[config.mk]
export PLATFORM = sky130hd
export DESIGN_NAME = drowsiness_alarm
export DESIGN_NICKNAME = d
export VERILOG_FILES = /design/src/rtl/drowsiness_alarm.sv
export SDC_FILE = /design/constraint.sdc
export NUM_CORES = 1
export LEC_CHECK = 0
export ABC_AREA = 1
export BUFFER_PORTS_ARGS = -buffer_cell sky130_fd_sc_hd__buf_2
export CELL_PAD_IN_SITES_DETAIL_PLACEMENT = 0
export CELL_PAD_IN_SITES_GLOBAL_PLACEMENT = 2
export CORE_UTILIZATION = 33
export DETAILED_ROUTE_END_ITERATION = 8
export GPL_ROUTABILITY_DRIVEN = 0
export GPL_TIMING_DRIVEN = 0
export MAX_ROUTING_LAYER = met4
export PLACE_DENSITY_LB_ADDON = 0.1
export SETUP_SLACK_MARGIN = 0.3
export SLEW_MARGIN = 30
export SYNTH_ARGS = -nofsm -noshare
export SYNTH_HDL_FRONTEND = slang
export SYNTH_SLANG_ARGS = --single-unit
[constraint.sdc]
create_clock -name clk_i -period 2.6 [get_ports clk_i]
set_input_delay 0.78 -clock clk_i [delete_from_list [all_inputs] [get_ports clk_i]]
set_output_delay 0.78 -clock clk_i [all_outputs]
set_load 0.05 [all_outputs]
[src/rtl/drowsiness_alarm.sv]
// Drowsiness alarm: per-frame argmax classifier with a confidence gate, followed by a hysteresis FSM
// that raises, escalates, holds and clears the driver alarm. DROWSY_EVENT_COUNTER_EN enables event_count_o.
module drowsiness_alarm #(
    parameter int unsigned DW       = 10,
    parameter int unsigned CONF_TH  = 600,
    parameter int unsigned ALERT_N  = 4,
    parameter int unsigned CLEAR_N  = 8,
    parameter int unsigned HOLD_CYC = 1024,
    parameter int unsigned CW       = 16
) (
    input  logic                clk_i,
    input  logic                rst_i,
    input  logic                frame_valid_i,
    input  logic [2:0][DW-1:0]  ann_in_i,
    input  logic                ack_i,
    output logic [1:0]          class_out_o,
    output logic                class_valid_o,
    output logic                alarm_o,
    output logic [1:0]          alarm_level_o,
    output logic [15:0]         event_count_o
);

    localparam logic [1:0] S_MONITOR = 2'd0;
    localparam logic [1:0] S_ARMING  = 2'd1;
    localparam logic [1:0] S_ALARM   = 2'd2;

    localparam logic [DW-1:0] CONF_W  = DW'(CONF_TH);
    localparam logic [CW-1:0] ALERT_W = CW'(ALERT_N);
    localparam logic [CW-1:0] CLEAR_W = CW'(CLEAR_N);
    localparam logic [CW-1:0] HOLD_W  = CW'(HOLD_CYC);

    logic [1:0]    win_cls, cls_d, class_q;
    logic [DW-1:0] win_score;
    logic          class_valid_q;

    // Ties go to the higher (more severe) class index.
    always_comb begin
        if (ann_in_i[2] >= ann_in_i[1] && ann_in_i[2] >= ann_in_i[0]) begin
            win_cls   = 2'd2;
            win_score = ann_in_i[2];
        end else if (ann_in_i[1] >= ann_in_i[0]) begin
            win_cls   = 2'd1;
            win_score = ann_in_i[1];
        end else begin
            win_cls   = 2'd0;
            win_score = ann_in_i[0];
        end
        cls_d = (win_score < CONF_W) ? 2'd3 : win_cls;
    end

    // NOTE: sequential state uses non-blocking assignments so every register samples pre-edge values.
    always_ff @(posedge clk_i or posedge rst_i) begin
        if (rst_i) begin
            class_q       <= 2'd0;
            class_valid_q <= 1'b0;
        end else begin
            class_valid_q <= frame_valid_i;
            if (frame_valid_i) class_q <= cls_d;
        end
    end

    logic [1:0]    state_q, state_d, level_q, level_d;
    logic [CW-1:0] run_q, run_d, hold_q, hold_d, clr_q, clr_d, run_inc;
    logic          severe, calm, exit_ok, entry;

    assign severe  = class_valid_q && (class_q == 2'd1 || class_q == 2'd2);
    assign calm    = class_valid_q && (class_q == 2'd0);
    assign exit_ok = (hold_q == HOLD_W) && ((clr_q == CLEAR_W) || ack_i);
    assign run_inc = run_q + CW'(1);

    always_comb begin
        // NOTE: every next-state signal defaults to its register first, so no path can infer a latch.
        state_d = state_q;
        level_d = level_q;
        run_d   = run_q;
        hold_d  = hold_q;
        clr_d   = clr_q;
        entry   = 1'b0;
        case (state_q)
            S_MONITOR, S_ARMING: begin
                if (severe) begin
                    run_d = run_inc;
                    if (run_inc >= ALERT_W) entry = 1'b1;
                    else                    state_d = S_ARMING;
                end else if (calm) begin
                    run_d   = '0;
                    state_d = S_MONITOR;
                end
            end
            S_ALARM: begin
                // A frame arriving together with the exit is dropped, not counted toward a new run.
                if (exit_ok) begin
                    state_d = S_MONITOR;
                    level_d = 2'd0;
                    run_d   = '0;
                    clr_d   = '0;
                    hold_d  = '0;
                end else begin
                    if (hold_q != HOLD_W) hold_d = hold_q + CW'(1);
                    if (severe) begin
                        clr_d = '0;
                        if (class_q == 2'd2) level_d = 2'd2;
                    end else if (calm && clr_q != CLEAR_W) begin
                        clr_d = clr_q + CW'(1);
                    end
                end
            end
            default: state_d = S_MONITOR;
        endcase
        if (entry) begin
            state_d = S_ALARM;
            hold_d  = '0;
            clr_d   = '0;
            level_d = (class_q == 2'd2) ? 2'd2 : 2'd1;
        end
    end

    always_ff @(posedge clk_i or posedge rst_i) begin
        if (rst_i) begin
            state_q <= S_MONITOR;
            level_q <= 2'd0;
            run_q   <= '0;
            hold_q  <= '0;
            clr_q   <= '0;
        end else begin
            state_q <= state_d;
            level_q <= level_d;
            run_q   <= run_d;
            hold_q  <= hold_d;
            clr_q   <= clr_d;
        end
    end

`ifdef DROWSY_EVENT_COUNTER_EN
    logic [15:0] evt_q;
    always_ff @(posedge clk_i or posedge rst_i) begin
        if (rst_i)                          evt_q <= 16'd0;
        else if (entry && evt_q != 16'hFFFF) evt_q <= evt_q + 16'd1;
    end
    assign event_count_o = evt_q;
`else
    assign event_count_o = 16'd0;
`endif

    assign class_out_o   = class_q;
    assign class_valid_o = class_valid_q;
    assign alarm_o       = (state_q == S_ALARM);
    assign alarm_level_o = level_q;

endmodule

==> impl_metrics.json, run 1 <==
{
  "status": "finished clean",
  "initial_core_util_pct": 34.2,
  "min_path_type": "in -> async",
  "ys.flop_type": "dfrtp_1",
  "fin_ws_ps": 453,
  "postCtsHoldBufs": 0,
  "wire_per_inst_um": 12.4,
  "clock_path_buffers": 2,
  "diodes": 0,
  "syn2layout_area_growth_pct": 19.4,
  "ys_seq_area_share_pct": 31.5,
  "root_buffer": "clkbuf_16",
  "multi_input_area_um2": 2590,
  "power.leakage_nw": 2.58,
  "tightest_slew_ps": 531,
  "ios": 56,
  "cp.arrival_ps": 1370,
  "place_hpwl_um": 8330,
  "synth-seq-cells": 55,
  "clkTransAtPathRegs_ps": 80,
  "fmax_mhz": 466,
  "grtUsageTotal_pct": 17.6,
  "die_x_um": 117,
  "synth-edff-count": 0,
  "min_period_over_period_pct": 82.6,
  "synth_cell_types": 37,
  "num_rows": 41,
  "cts_tree": "built",
  "io_buffers": 39,
  "syn-cell-area_um2": 4360,
  "grt_first_pass_wirelength_um": 18200,
  "core_um2": 12800,
  "dp.cells": 851,
  "nets": 771,
  "grt_max_degree": 33,
  "dpl_worst_slack_ps": 24.8,
  "tns_ps": 0,
  "ys_warn_count": 0,
  "power_density_nw_per_um2": 590,
  "post_synth_inst_count": 624,
  "postLayoutCellArea_um2": 5210,
  "die_h_um": 117,
  "fin_worst_skew_ps": 8.36,
  "overflow": 0,
  "drive_gt1_share_pct": 16.0,
  "grt_pass1_vias": 3889,
  "cts_buffers": 5,
  "fin_cells": 872,
  "die-area_um2": 13700,
  "htree_levels": 2,
  "path_max_fanout": 3,
  "min_period_ps": 2150,
  "drtIter0Drc": 168,
  "final_max_slew_viol_count": 0,
  "clk_latency_ps": 310,
  "required_ps": 1820,
  "fillers": 1372,
  "drc": 0,
  "whs_ps": 443,
  "rsz0062_at_grt": "true",
  "antenna_found_initial": 0,
  "syn-mean-instance-area_um2": 6.99,
  "cap_violations": 0,
  "via_per_inst": 4.64,
  "ant_nets": 0,
  "relSlewSlack_pct": 64.6,
  "worstSetupEndpointType": "output port",
  "final_hold_viol_count": 0,
  "cts_sinks": 55,
  "dpl_cell_area_um2": 4850,
  "ir_drop_uv": 297,
  "drt-pass1-iter-count": 4,
  "seqCellArea_um2": 1380,
  "crit_type": "reg -> out",
  "final-setup-viol-count": 0,
  "finalWirelength_um": 10800,
  "cp-start-kind": "flop",
  "vias": 4045,
  "synthArstFlopShare_pct": 100
}
[kinds of logic after synthesis]
logic type	Yosys count	synth area share [%]
buf+inv	119	12.2
fa+ha+maj	37	10.6
compound gates	76	9.81
flops	55	31.5
xor+xnor	17	3.41
simple gates	319	32.3
other cells	1	0.0859
[worst max-delay path, cell delays in order (launching register included)]
cell and delay [ps]:
dfrtp_1 420, inv_1 80, nor2_1 240, buf_2 330
[state kept, by name, indices dropped and copies added (netlist names)]
register	flops
class_valid_o	1
clr_q	16
alarm_level_o	2
hold_q	16
class_out_o	2
run_q	16
state_q	2
[routing by layer]
layer	track usage (%)	wire length (um)	vias to the layer above
li1	-	-	2143
met1	22.3	5340	1849
met2	28.4	4960	46
met3	3.14	338	7
met4	5.49	131	0
met5	-	0	-
[final cells by class]
class	count	area share (%)
clock buffers	6	2.67
multi-input cells	466	49.7
flip-flops and latches	55	26.4
plain buffers	25	3.84
inverters	94	6.82
well taps	172	4.13
clock inverters	1	0.0961
repair buffers	53	6.32
[cells in the mapped netlist, types with 2 or more instances]
master    number  share of area [%]
a211oi_1       2               0.34
nor2_4         2               0.52
o21ai_0       42                4.8
nand2_2        3               0.43
nor2_2         2               0.29
buf_6          3               0.77
nand3_2        2               0.46
nand2_4        2               0.52
or2_2          3               0.43
buf_4         16                2.8
o22ai_1       11                1.6
nand3_1       40                4.6
clkbuf_1       2               0.17
nand4_1       22                3.2
inv_1         94                8.1
nor3_1        13                1.5
nand2_1      170                 15
ha_1          37                 11
dfrtp_1       55                 32
a21boi_0       2               0.34
nor4_1         6               0.86
nor2_1        50                4.3
buf_2          4               0.46
a21oi_1       13                1.5
xor2_1        16                3.2
[path summary, 6_finish.rpt]
kind                             startpoint               end  slack [ps]  cells past startpoint
setup / recovery                 state_q[1]           alarm_o         450                      3
hold / removal                        rst_i        hold_q[10]         440                      2
setup reg to reg                   run_q[0]          clr_q[3]         490                     15
hold reg to reg            alarm_level_o[1]  alarm_level_o[1]         480                      2
max in group asynchronous             rst_i          run_q[2]        1660                      3
min in group clk_i         alarm_level_o[1]  alarm_level_o[1]         480                      2
[repair_timing]
action,4_1_cts,5_1_grt
setup buffers,1,11
pin swaps,1,4
resized for setup,12,14
cloned,2,0
endpoints found under the setup margin,40,46
[power by group]
group          internal, mW  switching [mW]  leakage, nW
sequential            0.964           0.121        0.742
combinational         0.492           0.787         1.77
clock                 0.378           0.330       0.0727
[metrics by stage]
stage          utilization, %  total power [mW]
2_1_floorplan               -              1.90
3_3_place_gp             37.8              2.19
3_5_place_dp             38.0              2.20
4_1_cts                  39.8              3.00
5_1_grt                  40.8              3.30
6_report                 40.8              3.07
[layout by cell type, fill, tap and decap left out, types with 11 or more instances in the layout]
| master | netlist | routed |
|---|---|---|
| a21oi_1 | 13 | 12 |
| nor3_1 | 13 | 12 |
| o21ai_0 | 42 | 41 |
| inv_1 | 94 | 92 |
| o22ai_1 | 11 | 11 |
| buf_2 | 4 | 40 |
| nor2_1 | 50 | 47 |
| buf_4 | 16 | 27 |
| conb_1 | 1 | 16 |
| dfrtp_1 | 55 | 54 |
| xor2_1 | 16 | 16 |
| ha_1 | 37 | 36 |
| nand4_1 | 22 | 22 |
| nand2_1 | 170 | 169 |
| nand3_1 | 40 | 39 |
Note: power is estimated with default switching activity, not from simulation.
==> inputs of run 2 (changes only) <==
- clock period: 2.6 -> 2.15 ns (I/O delays scaled with it)
==> run 2 against run 1 <==
  * First-iteration DRC count increased by 36%
  * Combinational power increased by 57%
  * Die area unchanged
  * Utilization increased by 6.5 points
  * Largest cell class unchanged
==> impl_metrics.json, run 2 (synthesis results as in run 1) <==
{
  "clkTransAtPathRegs_ps": 80,
  "place_hpwl_um": 8490,
  "required_ps": 2390,
  "num_rows": 41,
  "syn2layout_area_growth_pct": 38.4,
  "tightest_slew_ps": 539,
  "whs_ps": 321,
  "worstReg2RegStart": "clr_q[0]",
  "core_um2": 12800,
  "finalWirelength_um": 12000,
  "wire_per_inst_um": 13.1,
  "htree_levels": 2,
  "drtIter0Drc": 228,
  "min_path_type": "in -> async",
  "min_period_over_period_pct": 99.6,
  "relSlewSlack_pct": 63.7,
  "status": "finished clean",
  "pwr-share-clk_pct": 23.2,
  "die_h_um": 117,
  "largestRegisters": "clr_q x16, hold_q x16, run_q x16",
  "via_per_inst": 4.73,
  "drt-pass1-iter-count": 4,
  "endpoint": "alarm_level_o[1]",
  "diodes": 0,
  "worstSetupEndpointType": "flop",
  "overflow": 0,
  "combPwrFrac_pct": 46.3,
  "power.leakage_nw": 2.86,
  "final-setup-viol-count": 0,
  "drc": 0,
  "layout_common_cells": "nand2_1 (154), inv_1 (74), buf_4 (63)",
  "drive_gt1_share_pct": 32.4,
  "r2r-end": "alarm_level_o[1]",
  "io_buffers": 39,
  "final_common_cell": "nand2_1",
  "grt_pass1_vias": 4135,
  "clock_path_buffers": 2,
  "cap_violations": 0,
  "ant_nets": 0,
  "final_hold_viol_count": 0,
  "min_period_ps": 2140,
  "die-area_um2": 13700,
  "cp-start-kind": "flop",
  "pwr-share-seq_pct": 30.5,
  "initial_core_util_pct": 34.2,
  "critPathLaunch": "clr_q[0]",
  "dpl_cell_area_um2": 4910,
  "grt_first_pass_wirelength_um": 19800,
  "fin_util_pct": 47.3,
  "fin_worst_skew_ps": 15.3,
  "nets": 814,
  "vias": 4329,
  "power.total_mw": 4.35,
  "swShare_pct": 39.9,
  "clk_latency_ps": 310,
  "path_max_fanout": 4,
  "root_buffer": "clkbuf_16",
  "cts_sinks": 55,
  "cts_tree": "built",
  "antenna_found_initial": 0,
  "intPower_mw": 2.61,
  "rsz0062_at_grt": "true",
  "die_x_um": 117,
  "cp.arrival_ps": 2380,
  "grtUsageTotal_pct": 19.2,
  "fmax_mhz": 467,
  "ios": 56,
  "power_switching_mw": 1.74,
  "grt_max_degree": 27,
  "worst-r2r-setup-slack_ps": 9,
  "power_density_nw_per_um2": 720,
  "ir_drop_uv": 352,
  "crit_type": "reg -> reg",
  "final_max_slew_viol_count": 0,
  "postLayoutCellArea_um2": 6040,
  "ff2ff_path_depth": 15,
  "cts_buffers": 5
}
run 2: changes by cell type in the layout (fill, tap and decap cells not counted), sizes merged:
| cell | change |
|---|---|
| bufinv | +1 |
| clkinv | -1 |
| clkinvlp | +1 |
| buf | +45 |
| clkbuf | -2 |
run 2: critical path, cell delays in order (launching register included):
cell,delay (ps)
dfrtp_1,410
inv_1,80
ha_1,190
nand4_1,130
nand2_2,80
buf_4,130
buf_4,120
buf_4,120
buf_4,120
buf_4,120
buf_4,120
buf_4,120
buf_4,120
nand3_1,80
nand4_1,80
nand2_1,70
run 2: routing by layer:
layer,wire length [um],vias up,track usage [%]
met5,0,-,-
li1,-,2248,-
met3,382,7,2.88
met1,5630,2024,24.7
met2,5910,50,31.9
met4,113,0,4.30
run 2: final cells by class:
cell class / count / area (um2)
timing repair buffer: 96 / 727
fill: 1322 / 6730
multi-input combinational: 466 / 2970
inverter: 94 / 357
sequential: 55 / 1380
buffer: 25 / 211
tap: 172 / 215
clock inverter: 2 / 38.8
clock buffer: 6 / 139
run 2: stage by stage:
step | setup slack [ps] | cells | TNS [ps]
detailed placement | -259 | 852 | -7050
floorplan | 229 | 639 | 0
CTS | -23.3 | 902 | -310
global route | -175 | 916 | -4860
finish | 8.75 | 916 | 0
global placement | -269 | 850 | -6320
run 2: how the worst min path moves through the flow:
stage | cells past startpoint | from | endpoint | slack (ps)
floorplan | 2 | clr_q[13] | clr_q[13] | 450
global placement | 2 | clr_q[13] | clr_q[13] | 470
detailed placement | 2 | alarm_level_o[0] | alarm_level_o[0] | 480
CTS | 2 | rst_i | run_q[14] | 330
global route | 2 | rst_i | run_q[14] | 340
finish | 2 | rst_i | run_q[14] | 320
run 2: power groups by stage:
stage | combinational [mW] | clock (mW) | sequential (mW)
final | 2.01 | 1.01 | 1.33
after global routing | 2.23 | 1.07 | 1.35
after CTS | 1.78 | 1.04 | 1.32
after detailed placement | 1.37 | 0 | 1.33
after global placement | 1.36 | 0 | 1.33
after floorplan | 0.947 | 0 | 1.38
run 2: timing repair:
action                     in CTS  in global routing
buffers inserted               38                 14
setup endpoints to repair      54                 55
pin swaps                       3                 35
gates cloned                    4                  0
hold buffers                    0                  0
resized for setup              50                104
